File: config.mk
export PLATFORM = sky130hd
export DESIGN_NAME = ped_req_ctl
export DESIGN_NICKNAME = d
export VERILOG_FILES = /design/src/rtl/ped_req_ctl.sv
export SDC_FILE = /design/constraint.sdc
export NUM_CORES = 1
export LEC_CHECK = 0
export ABC_AREA = 1
export BUFFER_PORTS_ARGS = -buffer_cell sky130_fd_sc_hd__buf_2
export CORE_UTILIZATION = 54
export CTS_BUF_LIST = sky130_fd_sc_hd__clkbuf_8
export DETAILED_ROUTE_END_ITERATION = 8
export PLACE_DENSITY = 0.77
export SLEW_MARGIN = 20
export SYNTH_ARGS = -nofsm -noshare
export SYNTH_HDL_FRONTEND = slang
export SYNTH_SLANG_ARGS = --single-unit
File: constraint.sdc
create_clock -name clk -period 1.55 [get_ports clk]
set_clock_uncertainty 0.2 [all_clocks]
set_input_delay 0.0775 -clock clk [delete_from_list [all_inputs] [get_ports clk]]
set_output_delay 0.0775 -clock clk [all_outputs]
set_load 0.02 [all_outputs]
File: src/rtl/ped_req_ctl.sv
// Pedestrian request controller: synchronizes and debounces the push-button and
// sequences requests to the light controller through IDLE/PENDING/SERVING/COOLDOWN.
module ped_req_ctl #(
  parameter int DEB_CYC  = 3,
  parameter int COOL_CYC = 10
) (
  input  logic       clk,
  input  logic       rst,
  input  logic       btn,
  input  logic       Pg,
  output logic       N,
  output logic       pending,
  output logic [7:0] served_cnt
);

  typedef enum logic [1:0] {
    IDLE     = 2'd0,
    PENDING  = 2'd1,
    SERVING  = 2'd2,
    COOLDOWN = 2'd3
  } state_t;

  localparam logic [3:0] DEB_MAX   = 4'(DEB_CYC);
  localparam logic [3:0] DEB_FIRE  = 4'(DEB_CYC - 1);
  localparam logic [7:0] COOL_LOAD = 8'(COOL_CYC);

  state_t     r_state;
  logic       r_sync1;
  logic       r_sync2;
  logic [3:0] r_deb_cnt;
  logic [7:0] r_cool_cnt;
  logic       r_flag;
  logic       r_n;
  logic       r_pending;
  logic [7:0] r_served;

  logic       w_press;

  // Fires only on the edge the counter passes DEB_CYC-1; saturation keeps a held button quiet.
  assign w_press = r_sync2 && (r_deb_cnt == DEB_FIRE);

  always_ff @(posedge clk or negedge rst) begin
    if (!rst) begin
      r_sync1   <= 1'b0;
      r_sync2   <= 1'b0;
      r_deb_cnt <= 4'd0;
    end else begin
      r_sync1 <= btn;
      r_sync2 <= r_sync1;
      if (!r_sync2)
        r_deb_cnt <= 4'd0;
      else if (r_deb_cnt != DEB_MAX)
        r_deb_cnt <= r_deb_cnt + 4'd1;
    end
  end

  always_ff @(posedge clk or negedge rst) begin
    if (!rst) begin
      r_state    <= IDLE;
      r_cool_cnt <= 8'd0;
      r_flag     <= 1'b0;
      r_n        <= 1'b0;
      r_pending  <= 1'b0;
      r_served   <= 8'd0;
    end else begin
      case (r_state)
        IDLE: begin
          if (Pg) begin
            r_state <= SERVING;
          end else if (w_press) begin
            r_state   <= PENDING;
            r_n       <= 1'b1;
            r_pending <= 1'b1;
          end
        end
        PENDING: begin
          if (Pg) begin
            r_state   <= SERVING;
            r_n       <= 1'b0;
            r_pending <= 1'b0;
            r_served  <= r_served + 8'd1;
          end
        end
        SERVING: begin
          if (!Pg) begin
            r_state    <= COOLDOWN;
            r_cool_cnt <= COOL_LOAD;
          end
        end
        COOLDOWN: begin
          if (Pg) begin
            r_state    <= SERVING;
            r_flag     <= 1'b0;
            r_cool_cnt <= 8'd0;
          end else if (r_cool_cnt == 8'd1) begin
            r_flag     <= 1'b0;
            r_cool_cnt <= 8'd0;
            if (r_flag || w_press) begin
              r_state   <= PENDING;
              r_n       <= 1'b1;
              r_pending <= 1'b1;
            end else begin
              r_state <= IDLE;
            end
          end else begin
            r_cool_cnt <= r_cool_cnt - 8'd1;
            if (w_press)
              r_flag <= 1'b1;
          end
        end
        default: begin
          r_state   <= IDLE;
          r_n       <= 1'b0;
          r_pending <= 1'b0;
        end
      endcase
    end
  end

  assign N          = r_n;
  assign pending    = r_pending;
  assign served_cnt = r_served;

endmodule
# Word-level counts from Yosys, hierarchy flattened
# Cells that the tools add are included.
[op_classes] n_addsub=3 n_eq_ne=16 n_mux=23 n_reduce_logical=11
[ops] op="8-bit two-way mux" n=3
[ops] op="8-bit one-hot mux with 2 select lines" n=1
[ops] op="2-bit != test, second input constant" n=7
[ops] op="2-bit two-way mux" n=6
[ops] op="1-bit two-way mux" n=9
[ops] op="8-bit by 1-bit adder with 8-bit output, second input constant" n=1
[ops] op="8-bit by 1-bit equality test with 1-bit output, second input constant" n=1
[ops] op="4-bit two-way mux" n=2
[ops] op="2-bit one-hot mux with 4 select lines" n=1
[ops] op="8-bit by 1-bit subtractor with 8-bit output, second input constant" n=1
[ops] op="7-bit AND reduction" n=1
[ops] op="3-bit != test, second input constant" n=2
[ops] op="2-bit AND reduction" n=3
[ops] op="3-bit nonzero test" n=2
[ops] op="4-bit by 1-bit adder with 4-bit output, second input constant" n=1
[ops] op="2-bit equality test, second input constant" n=2
[ops] op="4-bit by 2-bit equality test with 1-bit output, second input constant" n=1
[ops] op="4-bit by 2-bit != test with 1-bit output, second input constant" n=1
[ops] op="4-bit AND reduction" n=1
[ops] op="1-bit one-hot mux with 3 select lines" n=1
[ops] op="2-bit by 1-bit equality test with 1-bit output, second input constant" n=1
[ops] op="2-bit zero test" n=1
[ops] op="2-bit by 1-bit != test with 1-bit output, second input constant" n=1
[ops] op="2-bit nonzero test" n=1
[ops] op="other kinds (2)" n=2
[totals] ff_bits=26 in_bits=4 output_inout_bits=10 elab_cells=61

# Logic depth before layout (Yosys ltp)
[depth] word_depth=7 mapped_depth=10

# Least setup slack after synthesis
# No wires, ideal clock.
[synth_path] path_kind="register to register" startpoint="reg r_cool_cnt[0]" endpoint="reg r_state[0]" setup_ps=117 arrival_ps=1151 t_required_ps=1233 slack_ps=82 path_stages_with_launch=8 path_buffers=0 cell_sequence="dfrtp_1 > ha_1 > nand2_1 > nor2_1 > nor2_1 > nand2_2 > nand3b_1 > nand2_1"
[synth_via] elab_chain_cells=3
[synth_lines] element="start, declared" line="31" source="logic [7:0] r_cool_cnt;"
[synth_lines] element="start signal, assigned" line="106" source="r_cool_cnt <= r_cool_cnt - 8'd1;"
[synth_lines] element="8-bit by 1-bit equality test with 1-bit output" line="95" source="end else if (r_cool_cnt == 8'd1) begin"
[synth_lines] element="3-bit != test (no line)"
[synth_lines] element="4-bit AND reduction (no line)"
[synth_lines] element="end signal, assigned" line="92" source="r_state <= SERVING;"
[synth_lines] element="end signal, assigned" line="99" source="r_state <= PENDING;"
[synth_lines] element="end signal, assigned" line="103" source="r_state <= IDLE;"
[synth_lines] element="end, declared" line="27" source="state_t r_state;"
# No other way between the ends.
# A chain may end at the register's enable or synchronous reset.

# Worst setup path in the final report
[layout_path] startpoint="reg r_deb_cnt[0]" endpoint="reg r_pending (netlist: pending)"
[layout_via] elab_chain_cells=5 elab_cells_between_ends=6 cone_classes="eq/ne: 3; reduce/logical: 3"
[layout_lines] element="start, declared" line="30" source="logic [3:0] r_deb_cnt;"
[layout_lines] element="start signal, assigned" line="53" source="r_deb_cnt <= r_deb_cnt + 4'd1;"
[layout_lines] element="4-bit by 2-bit equality test with 1-bit output (*)" line="40" source="assign w_press = r_sync2 && (r_deb_cnt == DEB_FIRE);"
[layout_lines] element="1-bit logical AND (*)" line="40"
[layout_lines] element="1-bit logical OR" line="98" source="if (r_flag || w_press) begin"
[layout_lines] element="2-bit != test (no line)"
[layout_lines] element="7-bit AND reduction (no line) (*)"
[layout_lines] element="end signal, assigned" line="63" source="r_pending <= 1'b0;"
[layout_lines] element="end signal, assigned" line="101" source="r_pending <= 1'b1;"
[layout_lines] element="end signal, assigned" line="114" source="r_pending <= 1'b0;"
[layout_lines] element="end, declared" line="34" source="logic r_pending;"
# Mark *: on every way between the ends. The rest lies on a longest branch, timed or not.

==> flow_summary.yaml <==
logic_synthesis:
  synth_top_area_share_pct: 46.02
  synth-async-reset-ratio_pct: 100.0
  synth_edf_count: 0
  syn_area_per_cell_um2: 8.173
  seq_area_frac_synth_pct: 46.02
  synthTopCellsByArea: "dfrtp_1 (46%), nand2_1 (11%), inv_1 (7.2%)"
  synth_warnings: 0
  syn_nets: 182
  synth_cell_types: 24
  syn_inst: 173
  synth_ff_type: "dfrtp_1"
  ys_seq_elements: 26
  synth_top_area_cell: "dfrtp_1"
  syn-cell-area_um2: 1414
critical_path:
  critPathCaptureType: "register"
  crit_top_cell: "nand2_2"
  cp_data_required_time_ns: 1.56
  cpPeakStageDelay_ns: 0.40
  path_cells: "inv_2 -> ha_2 -> nand2_2 -> inv_2 -> nand2_2 -> nand2_2 -> nand2_2 -> nand2_2 -> nand2_2 -> a21oi_2"
  worstSetupStartpoint: "r_deb_cnt[0]"
  cp_slowest_cell: "dfrtp_1"
  worstSetupStartpointType: "register"
  crit_arrival_ns: 1.58
  worstPathMaxFanout: 2
  cp_top_family: "simple AND/OR/NAND/NOR gates"
  path_buf_inv: 2
  r2r_start: "r_deb_cnt[0]"
  path_class: "reg -> reg"
clocking:
  clkSlewWorstSetupHoldPaths_ns: 0.09
  cts_buffers: 3
  htreeDepth: 1
  clockBufferDepth: 2
  clock_sinks: 26
  cts_tree: "yes"
  cts_root_buffer: "clkbuf_8"
  clkLatencyLatePin_ns: 0.27
detailed_routing:
  wl_met2_um: 1714
  first_pass_iters: 4
  dr.max_layer_used: "met4"
  route.detailed.drc: 0
  wl_met3_um: 141
  drt-total-wl_um: 3330
  via_per_inst: 5.376
  avgRoutedWirePerCell_um: 14.54
  drt_iter0_markers: 52
  wl_met1_um: 1385
  vias: 1231
  ant_nets: 0
timing:
  fin_crit_sh_pct: 101.8
  rsz0062_at_grt: "true"
  fmax_mhz: 633.5
  relSlewSlack_pct: 60.41
  timing.final.ws_setup_ns: -0.02863
  finalHoldViolations: 0
  worst_slew_pin_slew_ns: 0.5939
  setup_viol: 2
  drv_slew: 0
  period_needed_ns: 1.579
floorplanning:
  rows: 18
  floorplan.initialDensity_pct: 57.07
  die_area_um2: 2827
  ios: 14
  die_width_um: 53.17
  die_h_um: 53.17
  core_area_um2: 2477
pwr:
  switching_share_pct: 44.01
  ir_drop_v: 0.001432
  leakage_nw: 0.8951
  pwr-share-seq_pct: 35.1
  switchingPower_mw: 1.381
  power_frac_comb_pct: 46.9
  powerDensity_nw_per_um2: 1795
  p_int_mw: 1.756
  clkPwrFrac_pct: 18.0
place:
  gp_congestion: 0.8503
  placed_cells: 218
  dp.final_hpwl_um: 2007
  numPortBuffers: 13
  placed_area_um2: 1531
finish:
  area_growth_pct: 23.63
  layoutNonFillerInstCount: 229
  fin_nets: 209
  drive_above_1_share_pct: 31.16
  antenna_cells: 0
  stdcell_area_um2: 1748
worst_hold_path:
  hold_path_startpoint: "Pg"
  min_path_type: "in -> reg"
grt:
  grt_pass1_wl_um: 4912
  grt_overflow: 0
  grt_use_total_pct: 24.79
  grt_pass1_vias: 1091
  grt_max_degree: 27
  antenna_found_initial: 0
run_status:
  status: "finished with violations"
  violations: "negative setup slack"
run:
  cap_violations: 0
## metal layers
metal / GRT usage (%) / up-vias
met3: 3.448 / 13
met5: 0 / -
met1: 32.42 / 589
li1: - / 582
met2: 41.98 / 47
met4: 7.895 / 0
## layout make-up
| type | instances | area [um^2] |
|---|---|---|
| clock inverter | 1 | 30.03 |
| inverter | 28 | 105.1 |
| sequential | 26 | 653.1 |
| timing repair buffer | 23 | 145.1 |
| multi-input combinational | 118 | 735.7 |
| clock buffer | 3 | 41.29 |
| tap | 30 | 37.54 |
| fill | 193 | 729.5 |
## layout by cell type (no fill, tap or decap), types with 4 or more instances in the layout
cell type and instances:
a21oi_1 5, buf_2 13, buf_4 8, dfrtp_1 24, inv_1 24, inv_2 4, nand2_1 31, nand2_2 13
nand3_1 13, nor2_1 16, nor2_4 4, o21ai_0 4, xor2_1 5
## sequential cells by signal, indices dropped and copies added (netlist names)
name	count
r_flag	1
r_cool_cnt	8
r_sync1	1
r_sync2	1
pending	1
r_deb_cnt	4
served_cnt	8
r_state	2
## cell families (layout without fill, tap and decap cells)
family	after synthesis	after routing	synth area share, %
adders and majority gates	5	5	4.425
buffers and inverters	29	55	7.965
AOI/OAI and AO/OA	15	15	5.752
DFF	26	26	46.02
xor gates and xnor gates	8	8	4.956
and+or+nand+nor	90	90	30.89
## tightest hold or removal path: stages
cell and delay (ns):
buf_2 0.16, nand2_4 0.15, xnor2_1 0.07
## stage by stage
stage / hold WS [ns] / total power [mW] / utilization (%) / worst slack [ns] / setup TNS, ns
CTS: 0.00005917 / 2.916 / 66.72 / 0.01270 / 0
detailed placement: -0.08480 / 2.285 / 61.82 / -0.04317 / -0.07206
floorplan: -0.4181 / 1.970 / - / 0.08191 / 0
global route: 0.03259 / 3.322 / 70.56 / -0.07968 / -0.3199
finish: 0.02357 / 3.137 / 70.56 / -0.02863 / -0.03567
global placement: -0.09504 / 2.221 / 61.82 / 0.03009 / 0
## cell usage after synthesis, types with 4 or more instances
| master | instances |
|---|---|
| nand2_1 | 41 |
| inv_1 | 27 |
| o21ai_0 | 4 |
| nand3_1 | 14 |
| ha_1 | 5 |
| xor2_1 | 5 |
| a21oi_1 | 6 |
| dfrtp_1 | 26 |
| nor2_1 | 18 |
## worst paths after layout
| kind | end | slack [ns] | cells after the start |
|---|---|---|---|
| hold reg to reg | r_sync2 | 0.16 | 0 |
| max in group asynchronous | r_state[0] | 0.59 | 2 |
| min in group asynchronous | r_cool_cnt[6] | 0.14 | 2 |
| setup reg to reg | pending | -0.03 | 10 |
| setup / recovery | pending | -0.03 | 10 |
| hold / removal | served_cnt[0] | 0.02 | 3 |
## power groups by stage
stage / Clock [mW] / Combinational [mW] / Sequential (mW)
after global routing: 0.595 / 1.61 / 1.12
after CTS: 0.569 / 1.26 / 1.08
after detailed placement: 0 / 1.20 / 1.08
after global placement: 0 / 1.15 / 1.07
final: 0.565 / 1.47 / 1.10
after floorplan: 0 / 0.833 / 1.14
## timing repair
item                                   in CTS  in global routing
pin swaps                                   3                  8
gates resized for setup                     6                 22
hold buffers                                2                  0
endpoints found under the hold margin      27                  0
setup buffers                               2                  3
setup endpoints to repair                   7                  9
(Power assumes the default switching activity.)
